## config.mk

```make
export PLATFORM = sky130hd
export DESIGN_NAME = uart_tx_ctrl
export DESIGN_NICKNAME = d
export VERILOG_FILES = /design/src/rtl/uart_tx_ctrl.sv
export SDC_FILE = /design/constraint.sdc
export NUM_CORES = 1
export LEC_CHECK = 0
export CAP_MARGIN = 0
export CORE_MARGIN = 2
export CORE_UTILIZATION = 45
export DETAILED_ROUTE_END_ITERATION = 16
export PLACE_DENSITY_LB_ADDON = 0.15
export SYNTH_ARGS = -nofsm -noshare
export SYNTH_HDL_FRONTEND = slang
export SYNTH_SLANG_ARGS = --single-unit
```

## constraint.sdc

```tcl
create_clock -name CLK -period 1.51 [get_ports CLK]
set_input_delay 0.151 -clock CLK [delete_from_list [all_inputs] [get_ports CLK]]
set_output_delay 0.151 -clock CLK [all_outputs]
set_load 0.02 [all_outputs]
```

## src/rtl/uart_tx_ctrl.sv

```systemverilog
// UART transmit controller: serialises a WIDTH-bit word as
// start bit, LSB-first data bits, optional parity bit and one stop bit,
// one serial bit per CLK cycle. TX_OUT and Busy are registered outputs.
module uart_tx_ctrl #(
  parameter int WIDTH = 8
) (
  input  logic             CLK,
  input  logic             RST,
  input  logic [WIDTH-1:0] P_DATA,
  input  logic             Data_Valid,
  input  logic             PAR_EN,
  input  logic             par_bit,
  output logic             TX_OUT,
  output logic             Busy
);

  // A one-bit word still needs a one-bit counter, hence the floor of 1.
  localparam int CNT_W = (WIDTH > 1) ? $clog2(WIDTH) : 1;
  localparam logic [CNT_W-1:0] LAST_BIT = CNT_W'(WIDTH - 1);

  typedef enum logic [2:0] {
    IDLE   = 3'd0,
    START  = 3'd1,
    DATA   = 3'd2,
    PARITY = 3'd3,
    STOP   = 3'd4
  } state_t;

  state_t           state, state_nxt;
  logic [WIDTH-1:0] data_q, data_nxt;
  logic [CNT_W-1:0] cnt_q, cnt_nxt;
  logic             par_en_q, par_en_nxt;
  logic             par_q, par_nxt;
  logic             tx_q, tx_nxt;
  logic             busy_q, busy_nxt;

  assign TX_OUT = tx_q;
  assign Busy   = busy_q;

  // State, frame registers and registered outputs; reset wins over everything.
  always_ff @(posedge CLK) begin
    if (RST) begin
      state    <= IDLE;
      data_q   <= '0;
      cnt_q    <= '0;
      par_en_q <= 1'b0;
      par_q    <= 1'b0;
      tx_q     <= 1'b1;
      busy_q   <= 1'b0;
    end else begin
      state    <= state_nxt;
      data_q   <= data_nxt;
      cnt_q    <= cnt_nxt;
      par_en_q <= par_en_nxt;
      par_q    <= par_nxt;
      tx_q     <= tx_nxt;
      busy_q   <= busy_nxt;
    end
  end

  // Next-state and next-output decode; the data register shifts right so
  // that the bit to send next is always at position 0.
  always_comb begin
    state_nxt  = state;
    data_nxt   = data_q;
    cnt_nxt    = cnt_q;
    par_en_nxt = par_en_q;
    par_nxt    = par_q;
    tx_nxt     = tx_q;
    busy_nxt   = busy_q;

    case (state)
      IDLE: begin
        tx_nxt   = 1'b1;
        busy_nxt = 1'b0;
        if (Data_Valid) begin
          data_nxt   = P_DATA;
          par_en_nxt = PAR_EN;
          state_nxt  = START;
          tx_nxt     = 1'b0;
          busy_nxt   = 1'b1;
        end
      end

      START: begin
        // The parity calculator delivers its result one cycle after
        // acceptance, so it is captured here rather than in IDLE.
        par_nxt   = par_bit;
        tx_nxt    = data_q[0];
        data_nxt  = data_q >> 1;
        cnt_nxt   = '0;
        state_nxt = DATA;
      end

      DATA: begin
        if (cnt_q == LAST_BIT) begin
          if (par_en_q) begin
            state_nxt = PARITY;
            tx_nxt    = par_q;
          end else begin
            state_nxt = STOP;
            tx_nxt    = 1'b1;
          end
        end else begin
          tx_nxt   = data_q[0];
          data_nxt = data_q >> 1;
          cnt_nxt  = cnt_q + CNT_W'(1);
        end
      end

      PARITY: begin
        state_nxt = STOP;
        tx_nxt    = 1'b1;
      end

      STOP: begin
        state_nxt = IDLE;
        tx_nxt    = 1'b1;
        busy_nxt  = 1'b0;
      end

      default: begin
        // Unused encodings recover to an idle line immediately.
        state_nxt = IDLE;
        tx_nxt    = 1'b1;
        busy_nxt  = 1'b0;
      end
    endcase
  end

endmodule

```

==> results of run 1 <==
-- area by class of cell --
type,instances,area share (%)
multi-input combinational,74,47.5
sequential,18,26.1
clock buffer,4,2.61
tap,28,2.52
inverter,1,0.270
timing repair buffer,32,21.0
-- power by group --
group | leakage (nW) | internal (W) | switching, W
combinational | 0.334 | 0.000188 | 0.000159
sequential | 0.149 | 0.000519 | 0.0000318
clock | 0.0210 | 0.000147 | 0.000153
total | 0.504 | 0.000854 | 0.000344
-- worst min path at each step --
stage	slack [ps]	startpoint	cells after the start	endpoint
after global placement	450	data_q[7]	2	data_q[7]
final	420	P_DATA[7]	3	data_q[7]
after detailed placement	460	data_q[7]	2	data_q[7]
after global routing	410	par_bit	3	par_q
after CTS	410	par_bit	3	par_q
after floorplan	300	PAR_EN	2	par_en_q
-- Yosys cell counts, drive strengths merged --
| library cell | number | area share, % |
|---|---|---|
| a211o | 1 | 0.87 |
| a211oi | 8 | 6.0 |
| a21bo | 1 | 1.0 |
| a21o | 2 | 2.2 |
| a21oi | 4 | 3.1 |
| a311oi | 7 | 6.1 |
| a31oi | 1 | 0.62 |
| buf | 4 | 3.1 |
| clkbuf | 4 | 1.5 |
| dfxtp | 18 | 36 |
| ha | 2 | 2.5 |
| inv | 1 | 0.37 |
| mux2i | 5 | 5.0 |
| nand2 | 2 | 0.75 |
| nand2b | 5 | 3.1 |
| nand3 | 1 | 0.50 |
| nand3b | 10 | 7.5 |
| nor2 | 4 | 1.7 |
| nor2b | 1 | 0.62 |
| nor3 | 1 | 0.50 |
| nor3b | 1 | 1.2 |
| nor4 | 1 | 0.62 |
| nor4b | 3 | 4.7 |
| o211a | 1 | 1.0 |
| o21ai | 8 | 4.0 |
| o31ai | 1 | 0.75 |
| or2 | 1 | 0.62 |
| or3b | 1 | 0.87 |
| xnor2 | 1 | 1.6 |
| xor2 | 1 | 1.6 |
-- sequential cells by signal, summed over array words and instances (netlist names) --
name and flops:
Busy 1, TX_OUT 1, cnt_q 3, data_q 8
par_en_q 1, par_q 1, state 3
-- metal layers --
layer	track usage, %	vias up	wire [um]
met2	38.5	12	1230
li1	-	448	-
met1	21.8	402	1010
met3	6.14	2	71
met4	6.14	0	17
met5	0	-	0
-- logic make-up after synthesis --
group                      count (synthesis)  share of synthesized area (%)
AOI/OAI and AO/OA                         34                           25.7
and+or+nand+nor                           31                           22.8
DFF                                       18                           35.9
buffers and inverters                      9                           4.98
muxes                                      5                           4.98
xor gates and xnor gates                   2                           3.24
adders and majority gates                  2                           2.49
-- what timing repair did --
action / CTS / global route
resized for setup: 3 / 6
setup endpoints to repair: 4 / 10
hold endpoints to repair: 0 / 0
pin swaps: 1 / 9
-- critical path, delay by kind of cell, from the launching register on --
kind	cells	cell delay, ps
compound gates	1	200
flops	1	350
mux	1	200
fa+ha+maj	2	320
simple gates	1	390
-- through the flow --
stage | hold slack (ps) | TNS, ps | utilization [%]
global placement | 453 | -19.4 | 59.9
finish | 420 | -36.7 | 64.0
global route | 410 | -464 | 64.0
CTS | 410 | -68.6 | 62.1
detailed placement | 464 | -116 | 59.9
floorplan | 298 | 0 | -
==> impl_table.tex, run 1 <==
\begin{tabular}{lr}
\hline
Metric & Value \\
\hline
\multicolumn{2}{l}{\textbf{GRT}} \\
\quad First-pass GRT wire length & 4000 um \\
\quad Total gr overflow & 0 \\
\quad Tot GR Track Use & 20.5\% \\
\quad Vias in the first global route & 899 \\
\quad Antenna violations before repair & 0 \\
\quad Pin count of the biggest net entering global routing & 22 \\
\multicolumn{2}{l}{\textbf{Power}} \\
\quad VDD IR max & 631 uV \\
\quad Leakage power of the design & 0.504 nW \\
\quad Power density over cell area & 862 mW/mm2 \\
\quad Overall power of the completed layout & 0.00120 W \\
\multicolumn{2}{l}{\textbf{Final layout}} \\
\quad Non-filler cells in the finished layout & 157 \\
\quad Area of combinational cells with multiple inputs & 659 um2 \\
\quad Layout overhead on the synthesized area & 38.2\% \\
\quad Diodes inserted & 0 \\
\quad Most frequent cells in the layout & sky130\_fd\_sc\_hd\_\_dfxtp\_1, sky130\_fd\_sc\_hd\_\_buf\_4, sky130\_fd\_sc\_hd\_\_clkdlybuf4s50\_1, sky130\_fd\_sc\_hd\_\_nand3b\_1 \\
\quad Layout fillers & 200 \\
\quad Share of cells above drive strength 1 & 30.2\% \\
\quad Footprint of the flip-flops and latches & 363 um2 \\
\quad Post-layout net count & 145 \\
\quad Area of all placed cells without fillers & 0.00139 mm2 \\
\multicolumn{2}{l}{\textbf{Floorplanning}} \\
\quad IO Pins & 15 \\
\quad Die footprint & 0.00263 mm2 \\
\quad Initial cell density of the core & 46.3\% \\
\quad Number of placement rows & 17 \\
\quad Core Box Area & 0.00217 mm2 \\
\quad Die Y & 51.3 um \\
\quad Die W & 51.3 um \\
\multicolumn{2}{l}{\textbf{STA}} \\
\quad Worst max-slew margin expressed relative to the limit & 73.4\% \\
\quad Transition time of the tightest slew-check pin & 399 ps \\
\quad Post-route fraction of the period consumed by the critical path & 102\% \\
\quad Number of slew-limit violations in the final report & 0 \\
\quad Final setup vio count & 3 \\
\quad Final WS setup & -26.6 ps \\
\quad Final Hold Violating Endpoints & 0 \\
\quad RSZ-0062 raised after global routing & yes \\
\quad Post-Route Skew & 3.77 ps \\
\quad Final Critical Period & 1540 ps \\
\quad Max frequency & 651 MHz \\
\multicolumn{2}{l}{\textbf{Routing}} \\
\quad Via Count & 864 \\
\quad Remaining DRCs & 0 \\
\quad DRC violation total after the first TritonRoute iteration & 5 \\
\quad Remaining antenna violation count & 0 \\
\quad Final Routed Wirelength & 2330 um \\
\quad TritonRoute pass-1 iters & 4 \\
\quad Routed length per instance & 14.8 um \\
\quad Via-per-instance ratio & 5.50 \\
\multicolumn{2}{l}{\textbf{Worst setup path}} \\
\quad Critical path origin & cnt\_q[0] \\
\quad RR Startpoint & cnt\_q[0] \\
\quad Crit path DAT & 1760 ps \\
\quad Cell depth of the worst flop-to-flop path & 5 \\
\quad Critical Path Source Type & flip-flop \\
\quad CP Max Fanout & 4 \\
\quad Worst R2R End & cnt\_q[1] \\
\quad Critical Path End Type & flip-flop \\
\quad Standard cell with the maximum stage delay on the critical path & sky130\_fd\_sc\_hd\_\_or3b\_4 \\
\quad Kind of critical path & flip-flop to flip-flop \\
\quad Worst reg2reg setup slack & -30 ps \\
\quad Destination of the critical timing path & cnt\_q[1] \\
\quad WP data required & 1730 ps \\
\quad Cell with the most instances on the worst path & sky130\_fd\_sc\_hd\_\_ha\_4 \\
\quad Critical Path, Cell by Cell & ha\_4 > ha\_4 > or3b\_4 > a21oi\_4 > mux2i\_1 \\
\quad Slowest Stage Delay on Critical Path & 390 ps \\
\multicolumn{2}{l}{\textbf{Placed design}} \\
\quad Number of buffers inserted by port buffering & 14 \\
\quad DP Cell Count & 153 \\
\quad Placed inst area & 0.00130 mm2 \\
\quad Setup WS pre-CTS & -48.3 ps \\
\quad Placed wire-length estimate after detailed placement & 1730 um \\
\quad Routability congestion estimate & 0.769 \\
\multicolumn{2}{l}{\textbf{Synth}} \\
\quad Area of the mapped netlist & 0.00100 mm2 \\
\quad Avg Cell Area, Syn & 9.95 um2 \\
\quad Distinct cells, synth & 38 \\
\quad Number of synthesized register bits & 18 \\
\quad Seq/Total Area, Yosys & 35.9\% \\
\quad Synthesized netlist net count & 116 \\
\quad Yosys synthesis warning count & 0 \\
\quad Cell count after synthesis & 101 \\
\multicolumn{2}{l}{\textbf{Run status}} \\
\quad Violations in the final reports & setup timing \\
\quad Run status & finished, violations left \\
\multicolumn{2}{l}{\textbf{CTS}} \\
\quad Post-cts hold buffer count & 0 \\
\quad Post-CTS setup-driven buffer insertion count & 0 \\
\quad Root buf cell & sky130\_fd\_sc\_hd\_\_clkbuf\_4 \\
\quad Clock tree from TritonCTS & built \\
\quad CTS sink count & 18 \\
\quad H-tree lvl count & 1 \\
\quad Clock insertion delay at the later pin of the skew report & 290 ps \\
\quad Clock buffer count from CTS & 3 \\
\quad Maximum buffer depth of the clock tree & 2 \\
\quad Clock transition at the register clock pins on the worst setup and hold paths after CTS & 110 ps \\
\multicolumn{2}{l}{\textbf{Min path}} \\
\quad Path type of the worst min-delay path & primary input to flip-flop \\
\multicolumn{2}{l}{\textbf{Run}} \\
\quad Number of max-cap violations & 0 \\
\hline
\end{tabular}
(Power assumes the default switching activity.)
==> run 2: changes to the inputs <==
--- a/config.mk
+++ b/config.mk
@@ -9,7 +9,8 @@
 export CORE_MARGIN = 2
 export CORE_UTILIZATION = 45
 export DETAILED_ROUTE_END_ITERATION = 16
-export PLACE_DENSITY_LB_ADDON = 0.15
+export HOLD_SLACK_MARGIN = 0.03
+export PLACE_DENSITY = 0.71
 export SYNTH_ARGS = -nofsm -noshare
 export SYNTH_HDL_FRONTEND = slang
 export SYNTH_SLANG_ARGS = --single-unit
==> run 2 against run 1 <==
Net effect:
- the run still ends with setup timing left
- non-clock buffer count up 2
- combinational power down 6.6%
- utilization fell by 0.69 points
- register-to-register slack worse by 40 ps
- sequential power about the same
- sequential share of layout area rose by 0.29 points
- setup slack lost 37 ps
==> impl_table.tex, run 2 (synthesized netlist as in run 1, its figures left out) <==
\begin{tabular}{lr}
\hline
Metric & Value \\
\hline
\multicolumn{2}{l}{\textbf{Routing}} \\
\quad Final Routed Wirelength & 2250 um \\
\quad Via-per-instance ratio & 5.61 \\
\quad Routed length per instance & 14.2 um \\
\quad Sum of met2 wire segment lengths after detailed routing & 1070 um \\
\quad Remaining antenna violation count & 0 \\
\quad DRC violation total after the first TritonRoute iteration & 14 \\
\quad Top Layer Used & met4 \\
\quad Via Count & 887 \\
\quad DR WL met3 & 116 um \\
\quad Remaining DRCs & 0 \\
\quad TritonRoute pass-1 iters & 4 \\
\quad Met1 Routed Length & 1050 um \\
\multicolumn{2}{l}{\textbf{CTS}} \\
\quad Clock insertion delay at the later pin of the skew report & 300 ps \\
\quad H-tree lvl count & 1 \\
\quad Clock transition at the register clock pins on the worst setup and hold paths after CTS & 100 ps \\
\quad Maximum buffer depth of the clock tree & 2 \\
\quad Clock buffer count from CTS & 3 \\
\quad Post-cts hold buffer count & 0 \\
\quad Clock tree from TritonCTS & built \\
\quad Root buf cell & sky130\_fd\_sc\_hd\_\_clkbuf\_4 \\
\quad CTS sink count & 18 \\
\multicolumn{2}{l}{\textbf{Floorplanning}} \\
\quad Die Y & 51.3 um \\
\quad IO Pins & 15 \\
\quad Die footprint & 0.00263 mm2 \\
\quad Die W & 51.3 um \\
\quad Initial cell density of the core & 46.3\% \\
\quad Core Box Area & 0.00217 mm2 \\
\quad Number of placement rows & 17 \\
\multicolumn{2}{l}{\textbf{Worst setup path}} \\
\quad Slowest Stage Delay on Critical Path & 390 ps \\
\quad Kind of critical path & flip-flop to flip-flop \\
\quad Critical Path Source Type & flip-flop \\
\quad CP Max Fanout & 4 \\
\quad Cell class contributing the biggest share of worst-path delay & simple AND/OR/NAND/NOR gates \\
\quad Cell with the most instances on the worst path & sky130\_fd\_sc\_hd\_\_ha\_4 \\
\quad Critical Path End Type & flip-flop \\
\quad Number of buffer and inverter stages on the critical path & 0 \\
\quad Cell depth of the worst flop-to-flop path & 5 \\
\quad Number of cells on the critical path & 5 \\
\quad Worst reg2reg setup slack & -60 ps \\
\quad Crit path DAT & 1800 ps \\
\quad Critical Path, Cell by Cell & ha\_4 > ha\_4 > or3b\_4 > a21oi\_4 > mux2i\_1 \\
\quad WP data required & 1730 ps \\
\quad Standard cell with the maximum stage delay on the critical path & sky130\_fd\_sc\_hd\_\_or3b\_4 \\
\multicolumn{2}{l}{\textbf{Power}} \\
\quad Leakage power of the design & 0.507 nW \\
\quad Overall power of the completed layout & 0.00112 W \\
\quad VDD IR max & 795 uV \\
\quad Power density over cell area & 817 mW/mm2 \\
\multicolumn{2}{l}{\textbf{Final layout}} \\
\quad Share of cells above drive strength 1 & 28.5\% \\
\quad Layout fillers & 199 \\
\quad Share of the core filled with cells in the final layout & 63.3\% \\
\quad Largest registers ranked by flip-flop count & data\_q (8), cnt\_q (3), state (3) \\
\quad Non-filler cells in the finished layout & 158 \\
\quad Register bank with the most flops & data\_q \\
\quad Area of combinational cells with multiple inputs & 631 um2 \\
\quad Diodes inserted & 0 \\
\quad Post-layout net count & 147 \\
\quad Layout overhead on the synthesized area & 36.7\% \\
\quad Footprint of the flip-flops and latches & 363 um2 \\
\quad Max reg flops & 8 \\
\quad Most frequent cells in the layout & sky130\_fd\_sc\_hd\_\_buf\_4, sky130\_fd\_sc\_hd\_\_dfxtp\_1, sky130\_fd\_sc\_hd\_\_clkdlybuf4s50\_1, sky130\_fd\_sc\_hd\_\_nand3b\_1, sky130\_fd\_sc\_hd\_\_a211oi\_1 \\
\quad Most common library cell in the layout ignoring fill and taps & sky130\_fd\_sc\_hd\_\_buf\_4 \\
\multicolumn{2}{l}{\textbf{STA}} \\
\quad Worst max-slew margin expressed relative to the limit & 73.3\% \\
\quad Max frequency & 635 MHz \\
\quad Final WS setup & -63.7 ps \\
\quad Worst hold-check slack & 415 ps \\
\quad Transition time of the tightest slew-check pin & 399 ps \\
\quad RSZ-0062 raised after global routing & yes \\
\quad Final Critical Period & 1570 ps \\
\quad Final Hold Violating Endpoints & 0 \\
\quad Number of slew-limit violations in the final report & 0 \\
\quad Post-route fraction of the period consumed by the critical path & 104\% \\
\quad Post-Route Skew & 3.18 ps \\
\quad Final setup vio count & 3 \\
\multicolumn{2}{l}{\textbf{GRT}} \\
\quad Vias in the first global route & 771 \\
\quad First-pass GRT wire length & 3720 um \\
\quad Tot GR Track Use & 19.0\% \\
\quad Total gr overflow & 0 \\
\quad Pin count of the biggest net entering global routing & 22 \\
\quad Antenna violations before repair & 0 \\
\multicolumn{2}{l}{\textbf{Run status}} \\
\quad Run status & finished, violations left \\
\quad Violations in the final reports & setup timing \\
\multicolumn{2}{l}{\textbf{Placed design}} \\
\quad DP Cell Count & 153 \\
\quad Placed wire-length estimate after detailed placement & 1660 um \\
\quad Number of buffers inserted by port buffering & 14 \\
\quad Routability congestion estimate & 0.846 \\
\multicolumn{2}{l}{\textbf{Run}} \\
\quad Number of max-cap violations & 0 \\
\multicolumn{2}{l}{\textbf{Min path}} \\
\quad Path type of the worst min-delay path & primary input to flip-flop \\
\quad Hold path cells & 3 \\
\hline
\end{tabular}
-- run 2: changes by cell type in the layout (fill, tap and decap cells not counted), sizes merged --
cell,change
clkbuf,-1
buf,+2
-- run 2: worst reg2reg max path, cell delays in order, from the launching register on --
cell and delay (ps):
sky130_fd_sc_hd__dfxtp_2 350, sky130_fd_sc_hd__ha_4 160, sky130_fd_sc_hd__ha_4 160, sky130_fd_sc_hd__or3b_4 390
sky130_fd_sc_hd__a21oi_4 220, sky130_fd_sc_hd__mux2i_1 220
-- run 2: report_power, final --
part	switching [W]	internal, W
sequential	0.0000337	0.000519
clock	0.000152	0.0000930
combinational	0.000146	0.000178
total	0.000332	0.000790
-- run 2: area by class of cell --
type	count	area share, %
Multi-Input combinational cell	74	45.9
Sequential cell	18	26.4
Timing Repair Buffer	34	23.2
Tap cell	28	2.55
Clock buffer	3	1.64
Inverter	1	0.273
-- run 2: routing by layer --
metal	GRT usage (%)	vias to the layer above
li1	-	445
met1	25.9	420
met2	29.9	20
met3	5.56	2
met4	3.95	0
met5	0	-
-- run 2: final timing paths --
| path | endpoint | start |
|---|---|---|
| setup reg to reg | cnt_q[1] | cnt_q[1] |
| hold / removal | par_q | par_bit |
| setup / recovery | cnt_q[1] | cnt_q[1] |
| hold reg to reg | data_q[7] | data_q[7] |
-- run 2: metrics by stage --
step                setup WS [ps]  TNS, ps  cell area [um2]
floorplan                    5.23        0             1020
global placement            -9.97    -26.0             1300
detailed placement          -75.5     -167             1300
CTS                         -76.9     -243             1360
global route                 -152    -1130             1370
finish                      -63.7     -135             1370
-- run 2: repair_timing --
action                                  CTS  global route
buffers inserted                          2             0
pin swaps                                10             3
resized for setup                         3             2
endpoints found under the setup margin    4            13
